**src/rtl/cart_mem_sched.sv**
```systemverilog
// cart_mem_sched: owns SDRAM port A and shares it between the game loader's
// byte-write stream and the NES CPU bus.
//
// Loader bytes go into a small FIFO. They are issued one per slot, where a
// slot is the 4-cycle window opened by the clk edge that samples nes_ce == 1.
// All mem_* outputs change only on that edge and hold for the whole slot.
//
// Ports:
//   clk, reset_n          system clock, asynchronous active-low reset
//   nes_ce[1:0]           NES phase counter (0,1,2,3, one step per clk)
//   downloading           ROM download in progress
//   ld_write/addr/data    one-cycle loader write strobe with address and byte
//   cpu_addr/read/write/dout  CPU memory request, passed through in RUN
//   mem_addr/we/oe/din    registered port A request
//   cpu_hold              high in every state except RUN (and combinationally
//                         high as soon as downloading rises in RUN)
//   load_done             one-cycle pulse when the loader buffer has drained
//   overflow              sticky: a loader write arrived with the FIFO full
//
// Loader strobe: ld_write is a single-cycle, unconditional push with no ready
// return path. A strobe that finds the FIFO full (occupancy before this
// cycle's pop) is dropped and raises overflow.
module cart_mem_sched #(
  parameter int ADDR_W     = 22,
  parameter int FIFO_DEPTH = 4
) (
  input  logic              clk,
  input  logic              reset_n,
  input  logic [1:0]        nes_ce,
  input  logic              downloading,
  input  logic              ld_write,
  input  logic [ADDR_W-1:0] ld_addr,
  input  logic [7:0]        ld_data,
  input  logic [ADDR_W-1:0] cpu_addr,
  input  logic              cpu_read,
  input  logic              cpu_write,
  input  logic [7:0]        cpu_dout,
  output logic [ADDR_W-1:0] mem_addr,
  output logic              mem_we,
  output logic              mem_oe,
  output logic [7:0]        mem_din,
  output logic              cpu_hold,
  output logic              load_done,
  output logic              overflow
);

  localparam int PTR_W = (FIFO_DEPTH > 1) ? $clog2(FIFO_DEPTH) : 1;
  localparam int CNT_W = PTR_W + 1;
  localparam int ENT_W = ADDR_W + 8;

  typedef enum logic [1:0] {
    S_IDLE  = 2'd0,
    S_LOAD  = 2'd1,
    S_DRAIN = 2'd2,
    S_RUN   = 2'd3
  } state_t;

  state_t state_q, state_d;

  // FIFO storage and bookkeeping. Pointers wrap naturally (depth is 2^n).
  logic [ENT_W-1:0] fifo_mem [FIFO_DEPTH];
  logic [PTR_W-1:0] wr_ptr_q, rd_ptr_q;
  logic [CNT_W-1:0] count_q;
  logic             fifo_empty, fifo_full;
  logic             push, pop;
  logic [ENT_W-1:0] head;

  logic             boundary;
  logic             issue_loader;
  logic             done_d;
  logic             ovf_clr;
  logic [ADDR_W-1:0] mem_addr_d;
  logic             mem_we_d, mem_oe_d;
  logic [7:0]       mem_din_d;

  assign boundary   = (nes_ce == 2'd1);
  assign fifo_empty = (count_q == '0);
  assign fifo_full  = (count_q == CNT_W'(FIFO_DEPTH));
  assign head       = fifo_mem[rd_ptr_q];

  // A downloading rise takes effect on the same edge as the state change,
  // so a coincident slot boundary already follows the loader rule and no
  // CPU access slips through.
  assign issue_loader = downloading || (state_q == S_LOAD) || (state_q == S_DRAIN);

  assign push = ld_write && !fifo_full;
  assign pop  = boundary && issue_loader && !fifo_empty;

  assign cpu_hold = (state_q != S_RUN) || downloading;

  always_ff @(posedge clk) begin
    if (push) begin
      fifo_mem[wr_ptr_q] <= {ld_addr, ld_data};
    end
  end

  // Next state, load_done pulse and overflow clear.
  always_comb begin
    state_d = state_q;
    done_d  = 1'b0;
    ovf_clr = 1'b0;
    case (state_q)
      S_IDLE: begin
        if (downloading) begin
          state_d = S_LOAD;
          ovf_clr = 1'b1;
        end
      end
      S_LOAD: begin
        if (!downloading) begin
          state_d = S_DRAIN;
        end
      end
      S_DRAIN: begin
        if (downloading) begin
          state_d = S_LOAD;
          ovf_clr = 1'b1;
        end else if (boundary && fifo_empty) begin
          state_d = S_RUN;
          done_d  = 1'b1;
        end
      end
      S_RUN: begin
        if (downloading) begin
          state_d = S_LOAD;
          ovf_clr = 1'b1;
        end
      end
      default: state_d = S_IDLE;
    endcase
  end

  // Port A request for the next slot; only loaded on a boundary edge.
  always_comb begin
    mem_addr_d = mem_addr;
    mem_we_d   = mem_we;
    mem_oe_d   = mem_oe;
    mem_din_d  = mem_din;
    if (boundary) begin
      if (issue_loader) begin
        mem_oe_d = 1'b0;
        mem_we_d = !fifo_empty;
        if (!fifo_empty) begin
          mem_addr_d = head[ENT_W-1:8];
          mem_din_d  = head[7:0];
        end
      end else if (state_q == S_RUN) begin
        mem_addr_d = cpu_addr;
        mem_we_d   = cpu_write;
        mem_oe_d   = cpu_read;
        mem_din_d  = cpu_dout;
      end else begin
        mem_we_d = 1'b0;
        mem_oe_d = 1'b0;
      end
    end
  end

  always_ff @(posedge clk or negedge reset_n) begin
    if (!reset_n) begin
      state_q   <= S_IDLE;
      wr_ptr_q  <= '0;
      rd_ptr_q  <= '0;
      count_q   <= '0;
      mem_addr  <= '0;
      mem_we    <= 1'b0;
      mem_oe    <= 1'b0;
      mem_din   <= '0;
      load_done <= 1'b0;
      overflow  <= 1'b0;
    end else begin
      state_q   <= state_d;
      mem_addr  <= mem_addr_d;
      mem_we    <= mem_we_d;
      mem_oe    <= mem_oe_d;
      mem_din   <= mem_din_d;
      load_done <= done_d;
      if (push) begin
        wr_ptr_q <= wr_ptr_q + PTR_W'(1);
      end
      if (pop) begin
        rd_ptr_q <= rd_ptr_q + PTR_W'(1);
      end
      case ({push, pop})
        2'b10:   count_q <= count_q + CNT_W'(1);
        2'b01:   count_q <= count_q - CNT_W'(1);
        default: count_q <= count_q;
      endcase
      // A dropped write wins over a clear in the same cycle.
      if (ld_write && fifo_full) begin
        overflow <= 1'b1;
      end else if (ovf_clr) begin
        overflow <= 1'b0;
      end
    end
  end

endmodule

```
**config.mk**
```make
export PLATFORM = sky130hd
export DESIGN_NAME = cart_mem_sched
export DESIGN_NICKNAME = d
export VERILOG_FILES = /design/src/rtl/cart_mem_sched.sv
export SDC_FILE = /design/constraint.sdc
export NUM_CORES = 1
export LEC_CHECK = 0
export BUFFER_PORTS_ARGS = -buffer_cell sky130_fd_sc_hd__buf_2
export CORE_MARGIN = 8
export CORE_UTILIZATION = 45
export CTS_BUF_LIST = sky130_fd_sc_hd__clkbuf_4
export CTS_CLUSTER_SIZE = 10
export DETAILED_ROUTE_END_ITERATION = 6
export MAX_ROUTING_LAYER = met4
export PLACE_DENSITY = 0.63
export SLEW_MARGIN = 15
export SYNTH_ARGS = -nofsm -noshare
export SYNTH_HDL_FRONTEND = slang
export SYNTH_SLANG_ARGS = --single-unit
```
**constraint.sdc**
```tcl
create_clock -name clk -period 5.2 [get_ports clk]
set_input_delay 0.26 -clock clk [delete_from_list [all_inputs] [get_ports clk]]
set_output_delay 0.26 -clock clk [all_outputs]
set_load 0.01 [all_outputs]
```
==> flow_summary.json <==
{
  "status": "finished clean",
  "start_util_pct": 45.9,
  "crit_buf_inv": 4,
  "grt_first_pass_wirelength_um": 21100,
  "synth-simple-area-share_pct": 7.08,
  "synth_top_family_by_area": "multiplexers",
  "wl_um": 13400,
  "synth_fp_nets": 440,
  "irDropWorstVdd_mv": 0.193,
  "crit_chain": "inv_1 -> ha_1 -> nor3_1 -> or3_2 -> buf_4 -> clkinv_4 -> ha_1 -> inv_1 -> fa_1 -> xor2_1 -> nor2_1 -> xor2_1",
  "synth_xor_area_share_pct": 0.787,
  "syn-mean-instance-area_um2": 18.4,
  "num_rows": 44,
  "critPathKind": "reg -> reg",
  "synth.distinct_cells": 34,
  "powerDensity_nw_per_um2": 487,
  "hp-class": "in -> reg",
  "dp.cells": 631,
  "drc": 0,
  "slew_headroom_pct": 42.1,
  "synth_edf_count": 120,
  "fin_nets": 608,
  "fp.dieH_um": 138,
  "gp_congestion": 0.745,
  "slowest_delay_ns": 0.45,
  "cts_buffers": 17,
  "timing.fmax_mhz": 314,
  "vias": 3709,
  "path_max_fanout": 33,
  "cts.sinks": 163,
  "grt_pass1_vias": 4014,
  "core_area_um2": 14500,
  "antenna_found_initial": 1,
  "first_pass_iters": 4,
  "cts-root-buf": "clkbuf_4",
  "clockBufferDepth": 2,
  "drt_iter0_drc": 258,
  "synth_mux_area_share_pct": 10.4,
  "cts_tree": "built",
  "synth_top_area_share_pct": 54.0,
  "crit_cells": 12,
  "p_leak_nw": 3.04,
  "timing.max_cap.violations": 0,
  "drive_gt1_share_pct": 43.1,
  "worst_pin_slew_ns": 0.868,
  "die_area_um2": 19000,
  "reg2reg_to": "count_q[2]$_DFFE_PN0P_",
  "syn-cell-area_um2": 6680,
  "hold-path-endpoint": "state_q[1]$_DFFE_PN0P_",
  "grt_max_degree": 44,
  "synth_compound_area_share_pct": 6.62,
  "wire_per_inst_um": 18.4,
  "cp-end-kind": "flip-flop",
  "synthTopCellsByArea": "edfxtp_1, dfrtp_1, mux4_2",
  "grt_overflow": 0,
  "yosys.area.top_type": "edfxtp_1",
  "ys_seq_area_share_pct": 70.1,
  "io_buffer_count": 102,
  "finalNonFillerCells": 728,
  "syn_inst": 362,
  "cp_slowest_cell": "or3_2",
  "io_pins": 103,
  "clock_latency_ns": 0.54,
  "required_ns": 5.67,
  "hpwl_um": 8200,
  "setup_violations": 0,
  "cp-start-kind": "flip-flop",
  "synthFlopType": "edfxtp_1",
  "ant_nets": 0,
  "path_delay_family": "adder cells",
  "hold_depth": 4,
  "cts.reportedPaths.clkPinSlew_ns": 0.12,
  "reg2reg_depth": 12,
  "area_growth_pct": 23.3,
  "r2r_start": "state_q[1]$_DFFE_PN0P_",
  "vias_per_cell": 5.09,
  "htreeDepth": 4,
  "slew_viol_final": 0,
  "setup-tns-final_ns": 0,
  "synthAdderAreaFrac_pct": 1.99,
  "fin_worst_skew_ns": 0.0115,
  "period_needed_ns": 3.18,
  "yosys_register_bits": 163,
  "reg2reg_slack_ns": 2.02,
  "hp-start": "downloading",
  "fin_crit_sh_pct": 61.1,
  "gr-usage-all-layers_pct": 15.5,
  "finish.utilization_pct": 56.6,
  "rsz0062_at_grt": "false",
  "power_mw": 4.01,
  "finalHoldViolCount": 0,
  "cp.arrival_ns": 3.65,
  "synthArstFlopShare_pct": 26.4,
  "yosys_warnings": 0,
  "fp.dieW_um": 138
}
[layer usage]
metal  part of all wire [%]  track usage (%)  vias to the layer above
met2                     52             24.7                       86
li1                       -                -                     1751
met3                    4.8             4.05                        9
met4                    1.1             6.09                        0
met1                     43             18.6                     1863
met5                      0                -                        -
[state kept, by name, summed over array words and instances (netlist names), 2 cells and up]
| register | count |
|---|---|
| count_q | 3 |
| mem_addr | 22 |
| mem_din | 8 |
| fifo_mem | 120 |
| state_q | 2 |
| rd_ptr_q | 2 |
| wr_ptr_q | 2 |
[through the flow]
| stage | setup WS [ns] | area (um^2) | hold slack [ns] |
|---|---|---|---|
| after floorplan | 2.73 | 6680 | -0.0356 |
| after global placement | 2.15 | 7300 | 0.472 |
| after detailed placement | 2.03 | 7300 | 0.478 |
| after CTS | 2.00 | 8220 | 0.0535 |
| after global routing | 1.83 | 8230 | 0.0489 |
| final | 2.02 | 8230 | 0.114 |
[synthesized netlist by cell type, types with 2 or more instances]
| cell | count |
|---|---|
| buf_4 | 5 |
| and2_1 | 4 |
| mux4_2 | 30 |
| xor2_1 | 2 |
| xnor2_1 | 4 |
| ha_1 | 9 |
| buf_2 | 4 |
| nand2b_4 | 2 |
| inv_1 | 9 |
| buf_6 | 8 |
| nor2_1 | 3 |
| nor3_1 | 32 |
| buf_1 | 3 |
| nand2_1 | 5 |
| o21ai_1 | 3 |
| o22ai_2 | 30 |
| edfxtp_1 | 120 |
| dfrtp_1 | 43 |
| a21oi_1 | 2 |
| nor2_2 | 29 |
| mux2i_1 | 2 |
[worst reg2reg max path, delay by kind of cell, from the launching register on]
family / cells / cell delay [ns]
xor gates and xnor gates: 2 / 0.31
adders and majority gates: 3 / 0.92
buffers and inverters: 4 / 0.79
DFF: 1 / 0.44
and+or+nand+nor: 3 / 0.65
[worst max path at each step]
stage | start | endpoint | slack (ns)
after floorplan | state_q[0]$_DFFE_PN0P_ | count_q[2]$_DFFE_PN0P_ | 2.73
after global placement | state_q[1]$_DFFE_PN0P_ | count_q[2]$_DFFE_PN0P_ | 2.15
after detailed placement | state_q[0]$_DFFE_PN0P_ | count_q[2]$_DFFE_PN0P_ | 2.03
after CTS | state_q[0]$_DFFE_PN0P_ | count_q[2]$_DFFE_PN0P_ | 2.00
after global routing | state_q[1]$_DFFE_PN0P_ | count_q[2]$_DFFE_PN0P_ | 1.83
final | state_q[1]$_DFFE_PN0P_ | count_q[2]$_DFFE_PN0P_ | 2.02
[power by group]
part / total (mW) / internal (mW) / switching (mW)
logic: 1.29 / 0.642 / 0.650
clock network: 0.743 / 0.335 / 0.409
registers: 1.97 / 1.76 / 0.209
[kinds of logic after synthesis]
kind of cell	count (synthesis)
adders and majority gates	10
xor gates and xnor gates	6
buffers and inverters	30
AOI/OAI and AO/OA	40
and+or+nand+nor	81
muxes	32
DFF	163
[area by class of cell]
| class | instances | area [um^2] |
|---|---|---|
| diodes | 1 | 2.50 |
| clock buffers | 19 | 143 |
| clock inverters | 13 | 143 |
| fillers | 1172 | 6300 |
| inverters | 10 | 42.5 |
| multi-input cells | 169 | 1810 |
| flip-flops and latches | 163 | 4680 |
| well taps | 184 | 230 |
| repair buffers | 169 | 1180 |
[cells in the final DEF, fill, tap and decap left out]
master           n
a21boi_1         1
a21oi_1          2
a221o_1          1
a22o_1           1
a32o_1           1
and2_2           4
and3_1           1
buf_2          101
buf_4            4
bufinv_16        3
clkbuf_4        19
clkinv_1         4
clkinv_2         3
clkinv_4         1
clkinvlp_4       3
dfrtp_1         41
dfrtp_2          2
diode_2          1
dlygate4sd3_1   64
edfxtp_1       120
fa_1             1
ha_1             9
inv_1            9
mux2i_1          2
mux4_2          30
nand2_1          5
nand2b_1         1
nand2b_4         2
nor2_1           3
nor2_2          29
nor2b_1          1
nor3_1          32
nor4_4           1
o21ai_0          1
o21ai_1          3
o22ai_2         30
or3_2            1
or4_4            1
xnor2_1          4
xor2_1           2
[what timing repair did]
item	in CTS	in global routing
resized for setup	0	0
setup buffers	0	0
hold buffers	64	0
endpoints found under the hold margin	196	0
Power figures use the tool's default switching activity.
